--- config.mk ---
export PLATFORM = sky130hd
export DESIGN_NAME = add4
export DESIGN_NICKNAME = d
export VERILOG_FILES = /design/src/rtl/add4.sv
export SDC_FILE = /design/constraint.sdc
export NUM_CORES = 1
export LEC_CHECK = 0
export ABC_AREA = 0
export BUFFER_PORTS_ARGS = -buffer_cell sky130_fd_sc_hd__buf_4
export CORE_AREA = 3 3 40 42
export CTS_CLUSTER_SIZE = 14
export DETAILED_ROUTE_END_ITERATION = 8
export DIE_AREA = 0 0 43 45
export PLACE_DENSITY = 0.68
export REMOVE_ABC_BUFFERS = 1
export SLEW_MARGIN = 25
export SYNTH_ARGS = -nofsm -noshare
export SYNTH_HDL_FRONTEND = slang
export SYNTH_SLANG_ARGS = --single-unit
--- constraint.sdc ---
create_clock -name clk -period 2.85 [get_ports clk]
set_clock_uncertainty 0.2 [all_clocks]
set_input_delay 0.57 -clock clk [delete_from_list [all_inputs] [get_ports clk]]
set_output_delay 0.57 -clock clk [all_outputs]
set_load 0.005 [all_outputs]
--- src/rtl/add4.sv ---
// 4-bit carry-lookahead adder with flag outputs and an enable-gated result register.
// Sum and flags are purely combinational; the registered copy has one cycle of latency.
module add4 (
    input  logic       clk,
    input  logic       rst,
    input  logic [3:0] a,
    input  logic [3:0] b,
    input  logic       ci,
    input  logic       en,
    output logic [3:0] s,
    output logic       co,
    output logic       ovf,
    output logic       zero,
    output logic       gp,
    output logic       gg,
    output logic [3:0] s_q,
    output logic       co_q,
    output logic       ovf_q,
    output logic       vld_q
);

    logic [3:0] g;
    logic [3:0] p;
    logic [4:0] c;

    assign g = a & b;
    assign p = a ^ b;

    // Every carry is a flat sum-of-products of g, p and ci; no carry feeds another.
    always_comb begin
        c[0] = ci;
        c[1] = g[0]
             | (p[0] & ci);
        c[2] = g[1]
             | (p[1] & g[0])
             | (p[1] & p[0] & ci);
        c[3] = g[2]
             | (p[2] & g[1])
             | (p[2] & p[1] & g[0])
             | (p[2] & p[1] & p[0] & ci);
        c[4] = g[3]
             | (p[3] & g[2])
             | (p[3] & p[2] & g[1])
             | (p[3] & p[2] & p[1] & g[0])
             | (p[3] & p[2] & p[1] & p[0] & ci);
    end

    assign s    = p ^ c[3:0];
    assign co   = c[4];
    assign ovf  = c[4] ^ c[3];
    assign zero = (s == 4'h0);
    assign gp   = &p;
    assign gg   = g[3]
                | (p[3] & g[2])
                | (p[3] & p[2] & g[1])
                | (p[3] & p[2] & p[1] & g[0]);

    // Reset wins over enable; vld_q flags only the edge that actually captured.
    always_ff @(posedge clk) begin
        if (rst) begin
            s_q   <= 4'h0;
            co_q  <= 1'b0;
            ovf_q <= 1'b0;
            vld_q <= 1'b0;
        end else begin
            if (en) begin
                s_q   <= s;
                co_q  <= co;
                ovf_q <= ovf;
            end
            vld_q <= en;
        end
    end

endmodule

==> impl_metrics.py, run 1 <==
metrics = {
    "outcome": {
        "status": "finished clean",
    },
    "cts": {
        "cts_tree": "yes",
        "htreeDepth": 1,
        "clk_latency_ns": 0.24,
        "cts.sinks": 7,
        "cts-buffers-inserted": 3,
        "root_buffer": "clkbuf_4",
        "clk_pin_slew_ns": 0.05,
        "cts_buffer_depth": 2,
        "post_cts_buffers": 0,
    },
    "power": {
        "total_power_w": 0.000327,
        "power_density_mw_per_mm2": 455,
        "power_leakage_nw": 0.359,
        "peakVddDrop_mv": 0.205,
    },
    "hold_path": {
        "hold_start": "s_q[1]",
        "hold_path_end": "s_q[1]",
        "holdPathStages": 2,
        "hold_path.class": "reg -> reg",
    },
    "logic_synthesis": {
        "synthCells": 53,
        "synth_cell_type_count": 27,
        "synthFlopType": "dfxtp_1",
        "synth_enable_flop_cells": 0,
        "syn_avg_cell_area_um2": 9.04,
        "synthArstFlopShare": 0,
        "ys_seq_elements": 7,
        "ys_warn_count": 0,
        "mappedNetlistArea_um2": 479,
        "yosysSeqAreaShare": 0.292,
    },
    "layout": {
        "design.final.nets": 101,
        "diodes": 0,
        "area_delta_synth_final_pct": 49.9,
        "final_core_util": 0.559,
        "final_layout_size_suffix_gt1_frac": 0.439,
    },
    "setup_path": {
        "cp-start-kind": "input pin",
        "crit_fanout": 6,
        "path_class": "in -> out",
        "path_cells": "buf_4 -> ha_2 -> nand2_1 -> o21ai_2 -> xor2_2 -> nor4_1 -> buf_4",
        "reg2regPathDepth": 2,
        "crit_top_cell": "buf_4",
        "arrival_ns": 1.93,
        "slowest_stage": "ha_2",
        "cp.required_ns": 2.08,
        "critPathCaptureType": "primary output",
        "critPathMaxStageDelay_ns": 0.38,
        "r2r_start": "s_q[3]",
        "reg2reg_slack_ns": 1.96,
        "rr_endpoint": "s_q[3]",
    },
    "sta": {
        "post-route-period-util": 0.949,
        "worst_slew_pin_slew_ns": 0.266,
        "fin_ws_ns": 0.146,
        "slew_violations": 0,
        "slew_headroom": 0.822,
        "report.final.setup_viol": 0,
        "rsz0062_at_grt": "false",
        "period_needed_ns": 2.70,
        "setup_tns_ns": 0,
        "fmax_mhz": 370,
        "finalHoldViolations": 0,
    },
    "route": {
        "num_vias": 471,
        "wl_per_cell_um": 11.1,
        "vias_per_cell": 4.86,
        "antenna_left": 0,
        "route.detailed.drc": 0,
        "drtPass1Iterations": 3,
        "wl_um": 1080,
        "drt_first_iter_violations": 9,
    },
    "die": {
        "rows": 13,
        "start_util": 0.373,
        "dieArea_mm2": 0.00194,
        "io_pins": 28,
        "core_mm2": 0.00128,
        "die_w_um": 43,
        "die_h_um": 45,
    },
    "place": {
        "dp_worst_setup_slack_ns": 0.132,
        "numPortBuffers": 27,
        "gp_congestion": 0.725,
        "dp_hpwl_um": 898,
    },
    "run": {
        "drv_cap": 0,
    },
    "global_route": {
        "grt_pass1_wl_um": 1790,
        "grt_use_total": 0.119,
        "grt_pass1_vias": 444,
        "grt_antenna_before_repair": 0,
        "grt_max_degree": 10,
        "overflow": 0,
    },
}
## through the flow
stage	hold WS [ns]	cells	instance area (um^2)
CTS	0.291	97	712
global placement	0.273	93	686
floorplan	0.275	51	464
finish	0.290	97	718
detailed placement	0.282	93	686
global route	0.308	97	718
## cell usage in the layout, fill, tap and decap left out, types with 2 or more instances in the layout
cell | netlist | routed
ha_1 | 5 | 4
a21oi_2 | 1 | 2
nor2_1 | 10 | 10
a21o_1 | 3 | 3
buf_4 | 0 | 27
nand2_1 | 3 | 3
o21a_1 | 2 | 2
dfxtp_1 | 7 | 7
a21oi_1 | 3 | 2
clkbuf_4 | 0 | 3
## layout make-up
| cell class | instances | area [um^2] |
|---|---|---|
| Tap cell | 15 | 18.8 |
| Inverter | 1 | 3.75 |
| Fill cell | 127 | 567 |
| Timing Repair Buffer | 27 | 203 |
| Sequential cell | 7 | 140 |
| Clock buffer | 4 | 26.3 |
| Multi-Input combinational cell | 43 | 327 |
## report_power, final
group	internal, W	leakage, nW	switching [W]
clock	0.0000533	0.0150	0.0000349
combinational	0.0000712	0.286	0.0000563
sequential	0.000107	0.0580	0.00000412
## Yosys cell counts (2+ instances only)
library cell	n	area, um^2
o21a_1	2	15.0
dfxtp_1	7	140
a21oi_1	3	15.0
a21o_1	3	22.5
ha_1	5	62.6
nor2_1	10	37.5
nand2_1	3	11.3
## worst max path at each step
stage,start,to,slack (ns),depth (start not counted)
final,b[2],zero,0.15,7
after global routing,b[2],zero,0.03,7
after CTS,a[2],zero,0.10,7
after detailed placement,a[2],zero,0.13,7
after global placement,a[2],zero,0.15,7
after floorplan,a[2],zero,0.40,5
## critical path: cells and delay by family
| kind | cells | cell delay [ns] |
|---|---|---|
| buf+inv | 2 | 0.26 |
| simple gates | 2 | 0.37 |
| xor+xnor | 1 | 0.13 |
| compound gates | 1 | 0.23 |
| fa+ha+maj | 1 | 0.38 |
## what timing repair did
item	in CTS	in global routing
setup endpoints to repair	0	1
gates resized for setup	0	2
hold buffers	0	0
## registers in the layout, indices dropped and copies added, names as in the netlist
signal,flops
vld_q,1
co_q,1
s_q,4
ovf_q,1
## cell families after synthesis
logic type               synth area share
buffers and inverters              0.0391
flip-flops                          0.292
AO/OA/AOI/OAI                       0.172
multiplexers                       0.0522
AND/OR/NAND/NOR                     0.201
XOR/XNOR                           0.0705
adder cells (fa/ha/maj)             0.172
## metal layers
metal  wire length [um]  vias to the layer above  global-route usage
met1                468                      204               0.138
met5                  0                        -                   0
li1                   -                      245                   -
met3                135                        0              0.0637
met4                  0                        0              0.0181
met2                475                       22               0.201
Power figures use the tool's default switching activity.
==> inputs of run 2 (changes only) <==
==> config.mk (replaced) <==
export PLATFORM = sky130hd
export DESIGN_NAME = add4
export DESIGN_NICKNAME = d
export VERILOG_FILES = /design/src/rtl/add4.sv
export SDC_FILE = /design/constraint.sdc
export NUM_CORES = 1
export LEC_CHECK = 0
export ABC_AREA = 1
export BUFFER_PORTS_ARGS = -buffer_cell sky130_fd_sc_hd__buf_4
export CORE_AREA = 2 2 39 41
export CTS_CLUSTER_SIZE = 14
export DETAILED_ROUTE_END_ITERATION = 8
export DIE_AREA = 0 0 41 43
export PLACE_DENSITY = 0.75
export REMOVE_ABC_BUFFERS = 1
export SKIP_CTS_REPAIR_TIMING = 1
export SLEW_MARGIN = 25
export SYNTH_ARGS = -nofsm -noshare
export SYNTH_HDL_FRONTEND = slang
export SYNTH_SLANG_ARGS = --single-unit
==> run 2 against run 1 <==
Register-to-register slack hardly changed. Non-clock buffer count stayed put. Sequential share of layout area is 2.1 points lower. Clock power is 3.6% higher.
==> impl_metrics.py, run 2 <==
metrics = {
    "logic_synthesis": {
        "synth_compound_area_frac": 0.0527,
        "synthCells": 84,
        "yosysSeqAreaShare": 0.246,
        "ys_warn_count": 0,
        "synth_enable_flop_cells": 0,
        "synth.most_common_cell": "nand2_1",
        "synth-simple-area-share": 0.422,
        "synth_top_family_by_area": "simple AND/OR/NAND/NOR gates",
        "synthAdderAreaFrac": 0.145,
        "yosysTopAreaCellShare": 0.246,
        "synthTopCellsByArea": "dfxtp_1 25%, nand2_1 12%, ha_1 11%",
        "synthXorXnorAreaFrac": 0.0154,
        "post-synth-top-area-cell": "dfxtp_1",
        "syn_avg_cell_area_um2": 6.78,
        "synthTopCellsByCount": "18 x nand2_1, 14 x inv_1, 12 x nor2_1",
        "synthArstFlopShare": 0,
        "synth_cell_type_count": 19,
        "synthFlopType": "dfxtp_1",
        "synthMuxAreaShare": 0,
        "ys_seq_elements": 7,
        "mappedNetlistArea_um2": 569,
    },
    "global_route": {
        "grt_max_degree": 10,
        "grt_pass1_wl_um": 2100,
        "grt_antenna_before_repair": 0,
        "overflow": 0,
        "grt_use_total": 0.173,
        "grt_pass1_vias": 538,
    },
    "place": {
        "dp_hpwl_um": 1000,
        "placed_area_um2": 777,
        "placedCellCount": 125,
        "dp_worst_setup_slack_ns": 0.254,
        "numPortBuffers": 27,
        "gp_congestion": 0.729,
    },
    "sta": {
        "report.final.setup_viol": 0,
        "fmax_mhz": 386,
        "fin_ws_ns": 0.260,
        "rsz0062_at_grt": "false",
        "finalHoldViolations": 0,
        "slew_headroom": 0.835,
        "worst_slew_pin_slew_ns": 0.248,
        "setup_tns_ns": 0,
        "period_needed_ns": 2.59,
        "post-route-period-util": 0.909,
        "slew_violations": 0,
    },
    "layout": {
        "layout_common_cells": "27 x buf_4, 18 x nand2_1, 14 x inv_1, 12 x nor2_1",
        "area_delta_synth_final_pct": 41.1,
        "final_layout_size_suffix_gt1_frac": 0.336,
        "largest-register": "s_q",
        "diodes": 0,
        "largest_register_ffs": 4,
        "final_area_um2": 803,
        "final_cells": 129,
        "layout_commonest_cell": "buf_4",
        "design.final.nets": 132,
    },
    "setup_path": {
        "path_class": "in -> out",
        "crit_start": "a[2]",
        "arrival_ns": 1.82,
        "cp.required_ns": 2.08,
        "rr_endpoint": "co_q",
        "reg2regPathDepth": 4,
        "r2r_start": "co_q",
        "cp-start-kind": "input pin",
        "crit_fanout": 7,
        "critPathCaptureType": "primary output",
        "reg2reg_slack_ns": 1.97,
        "crit_path_end": "zero",
    },
    "route": {
        "vias_per_cell": 4.73,
        "route.detailed.drc": 0,
        "wl_um": 1200,
        "drt_first_iter_violations": 4,
        "wl_per_cell_um": 9.32,
        "antenna_left": 0,
        "drtPass1Iterations": 4,
        "num_vias": 610,
    },
    "power": {
        "power_density_mw_per_mm2": 424,
        "peakVddDrop_mv": 0.141,
        "power_leakage_nw": 0.466,
        "total_power_w": 0.000340,
    },
    "cts": {
        "cts-buffers-inserted": 3,
        "cts_tree": "yes",
        "clk_latency_ns": 0.26,
        "cts.sinks": 7,
        "cts_buffer_depth": 2,
        "htreeDepth": 1,
        "clk_pin_slew_ns": 0.05,
        "root_buffer": "clkbuf_4",
    },
    "die": {
        "die_w_um": 41,
        "die_h_um": 43,
        "io_pins": 28,
        "core_mm2": 0.00138,
        "start_util": 0.411,
        "dieArea_mm2": 0.00176,
        "rows": 14,
    },
    "outcome": {
        "status": "finished clean",
    },
    "hold_path": {
        "hold_path.class": "reg -> reg",
        "hold_start": "s_q[0]",
    },
    "run": {
        "drv_cap": 0,
    },
}
-- run 2: changes by cell type after synthesis, sizes merged, moves of 2 or more --
cell | before | now
a21o | 3 | 0
inv | 1 | 14
nand2 | 3 | 21
nand3 | 0 | 9
nand4 | 0 | 2
nor2 | 10 | 14
o21a | 2 | 0
-- run 2: per-layer routing --
layer | vias to the layer above | part of all wire | track usage
li1 | 321 | - | -
met1 | 259 | 0.40 | 0.215
met2 | 27 | 0.48 | 0.263
met3 | 3 | 0.092 | 0.0314
met4 | 0 | 0.024 | 0.100
met5 | - | 0 | 0
-- run 2: final cells by class --
cell class                      instances  area, um^2
Clock buffer                            4        26.3
Fill cell                             147         581
Inverter                               14        52.6
Multi-Input combinational cell         61         362
Sequential cell                         7         140
Tap cell                               16        20.0
Timing Repair Buffer                   27         203
-- run 2: logic make-up after synthesis --
group,count (synthesis)
buf+inv,16
simple gates,48
flops,7
fa+ha+maj,6
compound gates,6
xor+xnor,1
-- run 2: per-stage QoR --
| stage | hold slack (ns) | utilization |
|---|---|---|
| final | 0.265 | 0.580 |
| after global routing | 0.299 | 0.580 |
| after CTS | 0.265 | 0.580 |
| after detailed placement | 0.258 | 0.561 |
| after global placement | 0.252 | 0.561 |
| after floorplan | 0.249 | - |
-- run 2: power breakdown --
group	internal (W)	leakage [nW]	switching [W]
Clock	0.0000535	0.0150	0.0000379
Combinational	0.0000697	0.393	0.0000689
Sequential	0.000107	0.0581	0.00000386
Total	0.000230	0.466	0.000111
-- run 2: critical path, cell delays in order --
cell and delay [ns]:
buf_4 0.11, ha_1 0.37, a21oi_1 0.21, nand2_1 0.08
nor2_2 0.11, nand2_1 0.08, nand2_1 0.11, nor3_2 0.04
buf_4 0.13
-- run 2: how the worst min path moves through the flow --
stage	to	slack, ns	cells past startpoint
final	s_q[0]	0.27	2
after global routing	s_q[0]	0.30	2
after CTS	s_q[0]	0.26	2
after detailed placement	s_q[0]	0.26	2
after global placement	s_q[0]	0.25	2
after floorplan	s_q[0]	0.25	2
==> inputs of run 3 (changes only) <==
--- a/config.mk
+++ b/config.mk
@@ -6,7 +6,7 @@
 export NUM_CORES = 1
 export LEC_CHECK = 0
 export ABC_AREA = 1
-export BUFFER_PORTS_ARGS = -buffer_cell sky130_fd_sc_hd__buf_4
+export BUFFER_PORTS_ARGS = -buffer_cell sky130_fd_sc_hd__buf_2
 export CORE_AREA = 2 2 39 41
 export CTS_CLUSTER_SIZE = 14
 export DETAILED_ROUTE_END_ITERATION = 8
==> run 3 against run 2 <==
Utilization decreased by 4.9 points. Setup slack worse by 0.012 ns. Design area shrank 8.4%. Maximum frequency is 0.46% lower. Global-route usage decreased by 1.9 points. Cell count stayed put. Register-to-register slack better by 0.02 ns. Total power shrank 6.1%. First-iteration DRC count increased to 2.5 times the previous value. Hold slack got worse by 0.0070 ns. Die area stayed put. Largest power group unchanged.
==> impl_metrics.py, run 3 (same netlist as run 2, synthesis figures left out) <==
metrics = {
    "power": {
        "power_density_mw_per_mm2": 435,
        "power_leakage_nw": 0.449,
        "total_power_w": 0.000320,
        "p_switching_w": 0.000108,
        "p_comb_frac": 0.374,
        "clockPowerShare": 0.282,
        "peakVddDrop_mv": 0.154,
        "p_int_w": 0.000212,
        "p_seq_frac": 0.344,
        "switching_share": 0.337,
    },
    "layout": {
        "design.final.nets": 132,
        "layout_commonest_cell": "buf_2",
        "largest-register": "s_q",
        "layout_common_cells": "27 x buf_2, 18 x nand2_1, 14 x inv_1, 12 x nor2_1",
        "diodes": 0,
        "final_layout_size_suffix_gt1_frac": 0.336,
        "largest_register_ffs": 4,
        "final_cells": 129,
        "area_delta_synth_final_pct": 29.2,
    },
    "global_route": {
        "grt_pass1_vias": 516,
        "grtUsageMet2": 0.253,
        "grt_use_total": 0.154,
        "grt_max_degree": 10,
        "grt_busiest_layer": "met2",
        "grt_antenna_before_repair": 0,
        "grt_pass1_wl_um": 1840,
        "overflow": 0,
        "grt.met3_usage": 0.0157,
        "grtUsageMet1": 0.165,
    },
    "setup_path": {
        "arrival_ns": 1.83,
        "critPathTopFamily": "simple AND/OR/NAND/NOR gates",
        "path_cells": "buf_2 -> ha_1 -> a21oi_1 -> nand2_1 -> nor2_2 -> nand2_1 -> nand2_1 -> nor3_2 -> buf_2",
        "rr_endpoint": "co_q",
        "path_buf_inv": 2,
        "reg2reg_slack_ns": 1.99,
        "r2r_start": "co_q",
        "cp-start-kind": "input pin",
        "slowest_stage": "ha_1",
        "crit_fanout": 7,
        "crit_top_cell": "nand2_1",
        "critPathMaxStageDelay_ns": 0.38,
        "reg2regPathDepth": 4,
        "critPathCaptureType": "primary output",
        "path_class": "in -> out",
        "cp.required_ns": 2.08,
        "worst-path-stages": 9,
    },
    "sta": {
        "rsz0062_at_grt": "false",
        "finalHoldViolations": 0,
        "holdWs_ns": 0.258,
        "period_needed_ns": 2.60,
        "slew_headroom": 0.845,
        "worst_slew_pin_slew_ns": 0.232,
        "fmax_mhz": 384,
        "post-route-period-util": 0.913,
        "report.final.setup_viol": 0,
        "slew_violations": 0,
        "setup_tns_ns": 0,
    },
    "die": {
        "die_h_um": 43,
        "die_w_um": 41,
        "io_pins": 28,
        "dieArea_mm2": 0.00176,
        "rows": 14,
        "core_mm2": 0.00138,
        "start_util": 0.411,
    },
    "cts": {
        "cts_buffer_depth": 2,
        "root_buffer": "clkbuf_4",
        "htreeDepth": 1,
        "clk_pin_slew_ns": 0.05,
        "clk_latency_ns": 0.25,
        "cts-buffers-inserted": 3,
        "cts_tree": "yes",
        "cts.sinks": 7,
    },
    "route": {
        "drt_first_iter_violations": 10,
        "wl_um": 1150,
        "wl_per_cell_um": 8.92,
        "vias_per_cell": 4.75,
        "antenna_left": 0,
        "num_vias": 613,
        "route.detailed.drc": 0,
        "drtPass1Iterations": 4,
    },
    "hold_path": {
        "holdPathStages": 2,
        "hold_start": "s_q[0]",
        "hold_path.class": "reg -> reg",
        "hold_path_end": "s_q[0]",
    },
    "place": {
        "placedCellCount": 125,
        "numPortBuffers": 27,
        "dp_hpwl_um": 958,
        "gp_congestion": 0.753,
    },
    "outcome": {
        "status": "finished clean",
    },
    "run": {
        "drv_cap": 0,
    },
}
run 3: cell counts in the layout (fill, tap and decap cells not counted):
No cell type changed its count.
run 3: routing by layer:
layer,vias to the layer above,wire [um]
li1,318,-
met1,268,481
met2,25,558
met3,2,93
met4,0,17
met5,-,0
run 3: metrics by stage:
stage | utilization | setup slack (ns) | cell area, um^2
3_5_place_dp | 0.513 | 0.253 | 709
5_1_grt | 0.532 | 0.123 | 736
4_1_cts | 0.532 | 0.249 | 736
3_3_place_gp | 0.513 | 0.286 | 709
2_1_floorplan | - | 0.536 | 554
6_report | 0.532 | 0.248 | 736
run 3: final cells by class:
class	count	area [um^2]
clock buffers	4	26.3
fillers	149	648
inverters	14	52.6
multi-input cells	61	362
flip-flops and latches	7	140
well taps	16	20.0
repair buffers	27	135
run 3: how the worst max path moves through the flow:
stage	start	to
final	a[2]	zero
after global routing	a[2]	zero
after CTS	a[2]	zero
after detailed placement	a[2]	zero
after global placement	a[0]	zero
after floorplan	a[0]	zero
run 3: power by group through the flow:
| stage | clock network, W | registers, W | logic, W |
|---|---|---|---|
| 2_1_floorplan | 0 | 0.000113 | 0.0000726 |
| 3_3_place_gp | 0 | 0.000112 | 0.000119 |
| 3_5_place_dp | 0 | 0.000112 | 0.000121 |
| 4_1_cts | 0.0000944 | 0.000110 | 0.000121 |
| 5_1_grt | 0.0000987 | 0.000111 | 0.000138 |
| 6_report | 0.0000902 | 0.000110 | 0.000119 |
run 3: worst min-delay path: stages (launching register included):
cell,delay [ns]
dfxtp_1,0.30
nand2_1,0.06
a21oi_1,0.05
